## config.mk

```make
export PLATFORM = sky130hd
export DESIGN_NAME = mul_div_unit
export DESIGN_NICKNAME = d
export VERILOG_FILES = /design/src/rtl/mul_div_unit.sv
export SDC_FILE = /design/constraint.sdc
export NUM_CORES = 2
export LEC_CHECK = 0
export BUFFER_PORTS_ARGS = -buffer_cell sky130_fd_sc_hd__buf_4
export CAP_MARGIN = 20
export CORE_ASPECT_RATIO = 0.6
export CORE_MARGIN = 4
export CORE_UTILIZATION = 35
export DETAILED_ROUTE_END_ITERATION = 12
export GPL_TIMING_DRIVEN = 0
export SETUP_SLACK_MARGIN = 0.05
export SYNTH_ARGS = -nofsm -noshare
export SYNTH_HDL_FRONTEND = slang
export SYNTH_SLANG_ARGS = --single-unit
```

## constraint.sdc

```tcl
create_clock -name clk -period 37.6 [get_ports clk]
set_input_delay 3.76 -clock clk [delete_from_list [all_inputs] [get_ports clk]]
set_output_delay 3.76 -clock clk [all_outputs]
set_load 0.005 [all_outputs]
```

## src/rtl/mul_div_unit.sv

```systemverilog
// mul_div_unit: iterative RV64M multiply/divide unit for the execute stage.
// One radix-2 shift-add (multiply) or restoring-divide step per cycle, followed
// by a sign / width fix-up cycle. Handshake is valid/ready on both sides.
//
// Build option: define MUL_DIV_FAST_MUL_EN to resolve multiplies with a single
// combinational multiplier in PREP (PREP -> FIX). Divide timing is unaffected.
//
// state | meaning
// ------+------------------------------------------------------------------
// IDLE  | waiting for a request, in_ready high
// PREP  | truncate operands, take magnitudes, record signs, detect specials
// CALC  | one multiply or divide step per edge until the counter expires
// FIX   | apply signs, select result half, sign-extend word results, latch
// DONE  | result presented with out_valid until out_ready

module mul_div_unit #(
    parameter int N = 64
) (
    input  logic         clk,
    input  logic         rst,
    input  logic         in_valid,
    output logic         in_ready,
    input  logic         kill,
    input  logic         word,
    input  logic [2:0]   op,
    input  logic [N-1:0] dataA,
    input  logic [N-1:0] dataB,
    output logic         out_valid,
    input  logic         out_ready,
    output logic [N-1:0] result,
    output logic         div_by_zero
);

    localparam int           WORD_N    = 32;
    localparam int           CW        = $clog2(N + 1);
    localparam bit           WIDE      = (N == 64);
    localparam logic [N-1:0] MASK_WORD = N'({WORD_N{1'b1}});

`ifdef MUL_DIV_FAST_MUL_EN
    localparam bit FAST_MUL = 1'b1;
`else
    localparam bit FAST_MUL = 1'b0;
`endif

    typedef enum logic [2:0] {
        IDLE = 3'd0,
        PREP = 3'd1,
        CALC = 3'd2,
        FIX  = 3'd3,
        DONE = 3'd4
    } state_t;

    state_t state, state_nxt;

    // latched request
    logic [2:0]     op_q;
    logic           word_q;
    logic [N-1:0]   a_q;
    logic [N-1:0]   b_q;

    // flags recorded in PREP
    logic           neg_res;
    logic           neg_rem;
    logic           sp_dz;
    logic           sp_ovf;
    logic           sp_ill;

    // iteration datapath
    logic [CW-1:0]  cnt;
    logic [2*N-1:0] prod;
    logic [2*N-1:0] mcand;
    logic [N-1:0]   mplier;
    logic [N-1:0]   dvd;
    logic [N-1:0]   rem;
    logic [N-1:0]   dvsr;

    // decode / prep signals
    logic           w32;
    logic           is_div;
    logic [N-1:0]   mask_w;
    logic [N-1:0]   a_t;
    logic [N-1:0]   b_t;
    logic           sgn_a;
    logic           sgn_b;
    logic           sgn_op_a;
    logic           sgn_op_b;
    logic           neg_a;
    logic           neg_b;
    logic [N-1:0]   a_mag;
    logic [N-1:0]   b_mag;
    logic           dz_det;
    logic           ovf_det;
    logic           ill_det;
    logic           special;

    // divide step signals
    logic           top_bit;
    logic [N:0]     trial;
    logic [N:0]     diff;
    logic           q_bit;
    logic [N-1:0]   rem_step;

    // fix-up signals
    logic [2*N-1:0] prod_s;
    logic [N-1:0]   mul_hi;
    logic [N-1:0]   mul_res;
    logic [N-1:0]   quo;
    logic [N-1:0]   rmd;
    logic [N-1:0]   raw;
    logic [N-1:0]   fix_res;

    // Operand width selection, magnitudes and special-case detection
    always_comb begin
        w32      = word_q & WIDE;
        is_div   = op_q[2];
        mask_w   = w32 ? MASK_WORD : {N{1'b1}};
        a_t      = a_q & mask_w;
        b_t      = b_q & mask_w;
        sgn_a    = w32 ? a_q[WORD_N-1] : a_q[N-1];
        sgn_b    = w32 ? b_q[WORD_N-1] : b_q[N-1];
        // DIV/REM: both signed; MULH: both; MULHSU: A only; MUL and unsigned ops: none
        sgn_op_a = is_div ? ~op_q[0] : (op_q[1:0] == 2'b01 || op_q[1:0] == 2'b10);
        sgn_op_b = is_div ? ~op_q[0] : (op_q[1:0] == 2'b01);
        neg_a    = sgn_op_a & sgn_a;
        neg_b    = sgn_op_b & sgn_b;
        a_mag    = neg_a ? ((-a_t) & mask_w) : a_t;
        b_mag    = neg_b ? ((-b_t) & mask_w) : b_t;
        dz_det   = is_div & (b_t == '0);
        ovf_det  = is_div & ~op_q[0] & (a_t == (mask_w ^ (mask_w >> 1))) & (b_t == mask_w);
        ill_det  = ~is_div & w32 & (op_q[1:0] != 2'b00);
        special  = dz_det | ovf_det | ill_det;
    end

    // Restoring-divide step: the next dividend bit comes from bit W-1
    always_comb begin
        top_bit  = w32 ? dvd[WORD_N-1] : dvd[N-1];
        trial    = {rem, top_bit};
        diff     = trial - {1'b0, dvsr};
        q_bit    = ~diff[N];
        rem_step = q_bit ? diff[N-1:0] : trial[N-1:0];
    end

    // Sign application, half selection and word sign extension
    always_comb begin
        prod_s  = neg_res ? (-prod) : prod;
        mul_hi  = w32 ? N'(prod_s >> WORD_N) : prod_s[2*N-1:N];
        if (sp_ill) begin
            mul_res = '0;
        end else if (op_q[1:0] == 2'b00) begin
            mul_res = prod_s[N-1:0];
        end else begin
            mul_res = mul_hi;
        end

        if (sp_dz) begin
            quo = '1;
            rmd = a_t;
        end else if (sp_ovf) begin
            quo = a_t;
            rmd = '0;
        end else begin
            quo = neg_res ? (-dvd) : dvd;
            rmd = neg_rem ? (-rem) : rem;
        end

        raw = is_div ? (op_q[1] ? rmd : quo) : mul_res;

        // word results (including DIVUW/REMUW) are sign-extended from bit 31
        if (w32) begin
            fix_res = raw[WORD_N-1] ? (raw | ~MASK_WORD) : (raw & MASK_WORD);
        end else begin
            fix_res = raw;
        end
    end

    // State register
    always_ff @(posedge clk or posedge rst) begin
        if (rst) begin
            state <= IDLE;
        end else begin
            state <= state_nxt;
        end
    end

    // Next-state and handshake outputs; kill overrides every transition
    always_comb begin
        state_nxt = state;
        in_ready  = 1'b0;
        out_valid = 1'b0;
        case (state)
            IDLE: begin
                in_ready = 1'b1;
                if (in_valid) begin
                    state_nxt = PREP;
                end
            end
            PREP: begin
                if (special || (FAST_MUL && !is_div)) begin
                    state_nxt = FIX;
                end else begin
                    state_nxt = CALC;
                end
            end
            CALC: begin
                if (cnt == CW'(1)) begin
                    state_nxt = FIX;
                end
            end
            FIX: begin
                state_nxt = DONE;
            end
            DONE: begin
                out_valid = 1'b1;
                if (out_ready) begin
                    state_nxt = IDLE;
                end
            end
            default: begin
                state_nxt = IDLE;
            end
        endcase
        if (kill) begin
            state_nxt = IDLE;
        end
    end

    // Request capture, iteration datapath and result register
    always_ff @(posedge clk or posedge rst) begin
        if (rst) begin
            op_q        <= '0;
            word_q      <= 1'b0;
            a_q         <= '0;
            b_q         <= '0;
            neg_res     <= 1'b0;
            neg_rem     <= 1'b0;
            sp_dz       <= 1'b0;
            sp_ovf      <= 1'b0;
            sp_ill      <= 1'b0;
            cnt         <= '0;
            prod        <= '0;
            mcand       <= '0;
            mplier      <= '0;
            dvd         <= '0;
            rem         <= '0;
            dvsr        <= '0;
            result      <= '0;
            div_by_zero <= 1'b0;
        end else begin
            case (state)
                IDLE: begin
                    if (in_valid && !kill) begin
                        op_q   <= op;
                        word_q <= word;
                        a_q    <= dataA;
                        b_q    <= dataB;
                    end
                end
                PREP: begin
                    neg_res <= neg_a ^ neg_b;
                    neg_rem <= neg_a;
                    sp_dz   <= dz_det;
                    sp_ovf  <= ovf_det;
                    sp_ill  <= ill_det;
                    cnt     <= w32 ? CW'(WORD_N) : CW'(N);
                    prod    <= '0;
                    mcand   <= {{N{1'b0}}, a_mag};
                    mplier  <= b_mag;
                    dvd     <= a_mag;
                    rem     <= '0;
                    dvsr    <= b_mag;
`ifdef MUL_DIV_FAST_MUL_EN
                    if (!is_div) begin
                        prod <= {{N{1'b0}}, a_mag} * {{N{1'b0}}, b_mag};
                    end
`endif
                end
                CALC: begin
                    cnt <= cnt - CW'(1);
                    if (is_div) begin
                        rem <= rem_step;
                        dvd <= {dvd[N-2:0], q_bit};
                    end else begin
                        if (mplier[0]) begin
                            prod <= prod + mcand;
                        end
                        mcand  <= mcand << 1;
                        mplier <= mplier >> 1;
                    end
                end
                FIX: begin
                    if (!kill) begin
                        result      <= fix_res;
                        div_by_zero <= sp_dz;
                    end
                end
                default: begin
                end
            endcase
        end
    end

endmodule

```

After elaboration in Yosys (flattened, before gate mapping). Index checks and enable logic that the tools add are counted. Widths: inputs -> output; s select.

Bits in registers: 724. Input port bits: 137.

$add $sub $neg: 8. Equal/unequal tests: 15. Muxes and demuxes: 44. Bitwise gates (word level): 20. Reductions and logical operators: 14.

Operators with widths (number): $mux 64 (20); $mux 128 (4); $pmux 128 s2 (2); $pmux 64 s2 (3); $and 64x64->64 (4); $neg 64->64 (4); $add 128x128->128 (1); $eq 64x64->1 (2); $neg 128->128 (1); $sub 65x64->65 (1); $logic_not 64->1 (1); $xor 64x63->64 (1); $pmux 3 s5 (1); $pmux 7 s2 (1); $mux 3 (4); $ne 3x3->1 const B (3); $and 1x1->1 (8); $mux 1 (8); $reduce_and 2->1 (4); $eq 7x1->1 const B (1); $mux 7 (1); $sub 7x1->7 const B (1); $eq 3x2->1 const B (2); $ne 2x2->1 const B (3); 14 further kinds (20).

Depth between registers and ports, before layout.
Word-level depth: 10. Gate-level depth with buffers: 19. Gate-level depth less buffers: 15.

Worst setup path after synthesis. Ideal clock, no wire load.

Path type: input -> register. Start point: in kill. End point: reg result[52]. Setup time: 0.083 ns. Data arrival time: 5.090 ns. Path slack: 32.427 ns. Stages: 8. Cells stage by stage: nor2_1 > and3_1 > clkbuf_1 > nor2_1 > or4_1 > a31oi_1 > o21ai_0 > o21ai_0.

Cells in the longest elaborated chain, start to end: 2.

RTL lines: start, declared (RTL line 23) `input logic kill,`; $not 1->1 (no line); $reduce_and 2->1 (no line); end signal, assigned (RTL line 292) `result <= fix_res;`; end, declared (RTL line 30) `output logic [N-1:0] result,`.

No other way between the ends. A chain may end at the register's enable or synchronous reset.

Worst setup path in the final report.
Start point: reg word_q (netlist: w32). End point: reg dvd[0].

Cells in the longest elaborated chain, start to end: 5. Elaborated cells between the ends (all ways): 8. Classes of those cells: 1 x add/sub; 5 x mux; 2 x bitwise.

RTL lines: start, declared (RTL line 57) `logic word_q;`; start signal, assigned (RTL line 253) `word_q <= word;`; $mux 1 (RTL line 136) `top_bit = w32 ? dvd[WORD_N-1] : dvd[N-1];`; $sub 65x64->65 (RTL line 138) `diff = trial - {1'b0, dvsr};`; $not 1->1 (RTL line 139) `q_bit = ~diff[N];`; $mux 64 (RTL line 279) `if (is_div) begin`; $pmux 64 s2 * (RTL line 249) `case (state)`; end signal, assigned (RTL line 268) `dvd <= a_mag;`; end signal, assigned (RTL line 281) `dvd <= {dvd[N-2:0], q_bit};`; end, declared (RTL line 73) `logic [N-1:0] dvd;`.

Every way passes the cells marked *; elsewhere a longest branch is shown, timed or not. The select of a mux whose other input is x is not followed.

==> flow_metrics.tcl <==
set metrics [dict create \
    htree_levels 3 \
    end_kind "flop" \
    layout_commonest_cell "nand2_1" \
    rr_worst_depth 20 \
    synth_cell_types 93 \
    place_congestion 1.13 \
    regToRegStartpoint "w32" \
    rows 109 \
    power_density_nw_per_um2 100 \
    overflow 0 \
    core_um2 148000 \
    power_leakage_nw 24.7 \
    path_max_fanout 10 \
    hp-class "flop to flop" \
    wl_um 277000 \
    ant_nets 0 \
    final_cell_mix "nand2_1 (806), o21ai_0 (756), dfrtp_1 (724)" \
    grt_pass1_wl_um 385000 \
    violations "max-slew violations" \
    wl_met1_um 129000 \
    cp.arrival_ns 10.03 \
    yosys.area.top_type_share_pct 34.6 \
    drive_gt1_share_pct 9.22 \
    max-clock-path-buffers 3 \
    irDropWorstVdd_v 0.0000832 \
    antenna_found_initial 17 \
    cap_violations 0 \
    synth_area_um2 52300 \
    hp-start "dvsr[32]" \
    yosysSeqAreaShare_pct 34.6 \
    grt_max_degree 126 \
    setup_tns_ns 0 \
    startpoint_type "flop" \
    syn_inst 6430 \
    cts_inserted_buffers 80 \
    drv_slew 7 \
    required_ns 38.16 \
    crit_path_top_delay_cell "a211oi_1" \
    critical_path.top_delay_family "compound AO/OA/AOI/OAI gates" \
    cts_root_buf "clkbuf_16" \
    grt_usage_pct 34.3 \
    grt_setup_unrepaired "no" \
    drtIter0Drc 8675 \
    setup_viol 0 \
    fin_worst_skew_ns 0.0426 \
    start_util_pct 35.4 \
    path_cells "clkbuf_1, buf_1, buf_1, buf_8, mux2i_1, ha_1, fa_1, nand2b_1, a2111oi_0, o21ai_1, a211oi_1, o21ai_0, nand3_1, a21oi_1, o41ai_1, xor2_1, buf_4, clkbuf_1, a211oi_1, a21oi_1" \
    area_delta_synth_final_pct 15.0 \
    dr_wl_met3_um 46600 \
    seqCellArea_um2 18100 \
    firstDrtPassIters 9 \
    post_drt_wl_per_cell_um 31.3 \
    worstMarginPinSlew_ns 1.52 \
    async_flop_share_pct 100 \
    r2r-end "dvd[0]" \
    nets 7112 \
    synth.area.top_cells "dfrtp_1 (35%), o21ai_0 (7.2%), nand2_1 (5.8%)" \
    placed_cells 8675 \
    clk_pin_slew_ns 0.07 \
    port_buffers 203 \
    vias_per_cell 6.29 \
    clock_sinks 724 \
    drc_errors 0 \
    cp-startpoint "w32" \
    period_needed_ns 9.47 \
    syn-num-nets 6770 \
    die_w_um 507 \
    via_count 55600 \
    cpPeakStageDelay_ns 1.07 \
    grt_pass1_vias 49800 \
    met2_length_um 94400 \
    layoutNonFillerInstCount 8840 \
    syn_avg_cell_area_um2 8.14 \
    dp_hpwl_um 226000 \
    cts_setup_buffers 0 \
    synthFlopType "dfrtp_1" \
    crit_type "flop to flop" \
    synth-edff-count 0 \
    cts_resized 0 \
    hold_depth 2 \
    tritoncts "built" \
    insertion_delay_ns 0.74 \
    hold_path_end "dvsr[32]" \
    routed.top_layer "met5" \
    fmax_mhz 106 \
    post-route-period-util_pct 25.2 \
    ios 204 \
    die-height_um 308 \
    postCtsHoldBufs 0 \
    report.final.hold_viol_count 0 \
    rrSetupSlack_ns 28.13 \
    ys_warn_count 0 \
    synth.largest_area_cell "dfrtp_1" \
    multi_input_area_um2 32100 \
    fill_cells 15100 \
    status "complete, but fails checks" \
    relSlewSlack_pct -1.26 \
    synth_seq_cells 724 \
    die_area_um2 156000 \
    worst-path-buf-inv 6 \
]
[synth_stat cells, types with 49 or more instances]
cell / instances
a21o_1: 84
a21oi_1: 599
a31oi_1: 54
clkbuf_1: 364
dfrtp_1: 724
ha_1: 201
inv_1: 156
mux2_2: 137
mux2i_1: 90
nand2_1: 806
nand3_1: 220
nand4_1: 84
nor2_1: 471
nor3_1: 105
nor4_1: 52
o21ai_0: 756
o21bai_1: 49
o31ai_1: 119
o41ai_1: 56
or3_1: 70
or4_1: 51
xnor2_1: 277
xor2_1: 252
[where the power goes]
group	switching [mW]	internal, mW
Clock	0.371	0.504
Combinational	2.46	1.24
Sequential	0.442	1.03
[how the worst max path moves through the flow]
stage          cells past startpoint        end
6_report                          20     dvd[0]
5_1_grt                           20     dvd[0]
4_1_cts                           19     dvd[0]
3_5_place_dp                      19     dvd[0]
3_3_place_gp                       2  mcand[80]
2_1_floorplan                      1     a_q[0]
[flip-flops by register name, summed over array words and instances, names as in the netlist, 3 cells and up]
name / cells
mcand: 128
prod: 128
a_q: 64
b_q: 64
dvd: 64
dvsr: 64
mplier: 64
rem: 64
result: 64
cnt: 7
op_q: 3
state: 3
[stage by stage]
step           setup WS, ns  util, %  hold WS (ns)  power (mW)  area [µm²]
3_3_place_gp           4.01     38.1         0.464        4.86       56400
4_1_cts               28.41     40.6         0.482        5.82       60000
6_report              28.13     40.7         0.484        6.04       60200
3_5_place_dp          28.44     38.7         0.469        4.92       57200
5_1_grt               28.44     40.7         0.496        6.28       60200
2_1_floorplan         13.53        -         0.449        3.49       52300
[per-layer routing]
metal  GRT usage [%]  vias up
li1                -    24000
met1            53.4    27700
met2            39.9     3611
met3            17.4      369
met4            8.23       12
met5               0        -
[cells by family after synthesis]
group / Yosys count / synth area share (%)
buffers and inverters: 579 / 4.22
multiplexers: 228 / 4.69
AO/OA/AOI/OAI: 2115 / 24.5
XOR/XNOR: 529 / 8.85
flip-flops: 724 / 34.6
AND/OR/NAND/NOR: 2052 / 18.2
adder cells (fa/ha/maj): 203 / 4.88
[tightest hold or removal path, delay by kind of cell (launching register included)]
kind	cells	cell delay, ns
compound gates	1	0.05
flops	1	0.34
simple gates	1	0.05
[area by class of cell]
type,count,share of cell area (%)
Clock buffer,106,3.79
Multi-Input combinational cell,5127,53.3
Buffer,423,2.71
Inverter,156,0.986
Tap cell,1998,4.15
Sequential cell,724,30.1
Antenna cell,7,0.0291
Clock inverter,39,0.850
Timing Repair Buffer,260,4.08
Power figures use the tool's default switching activity.
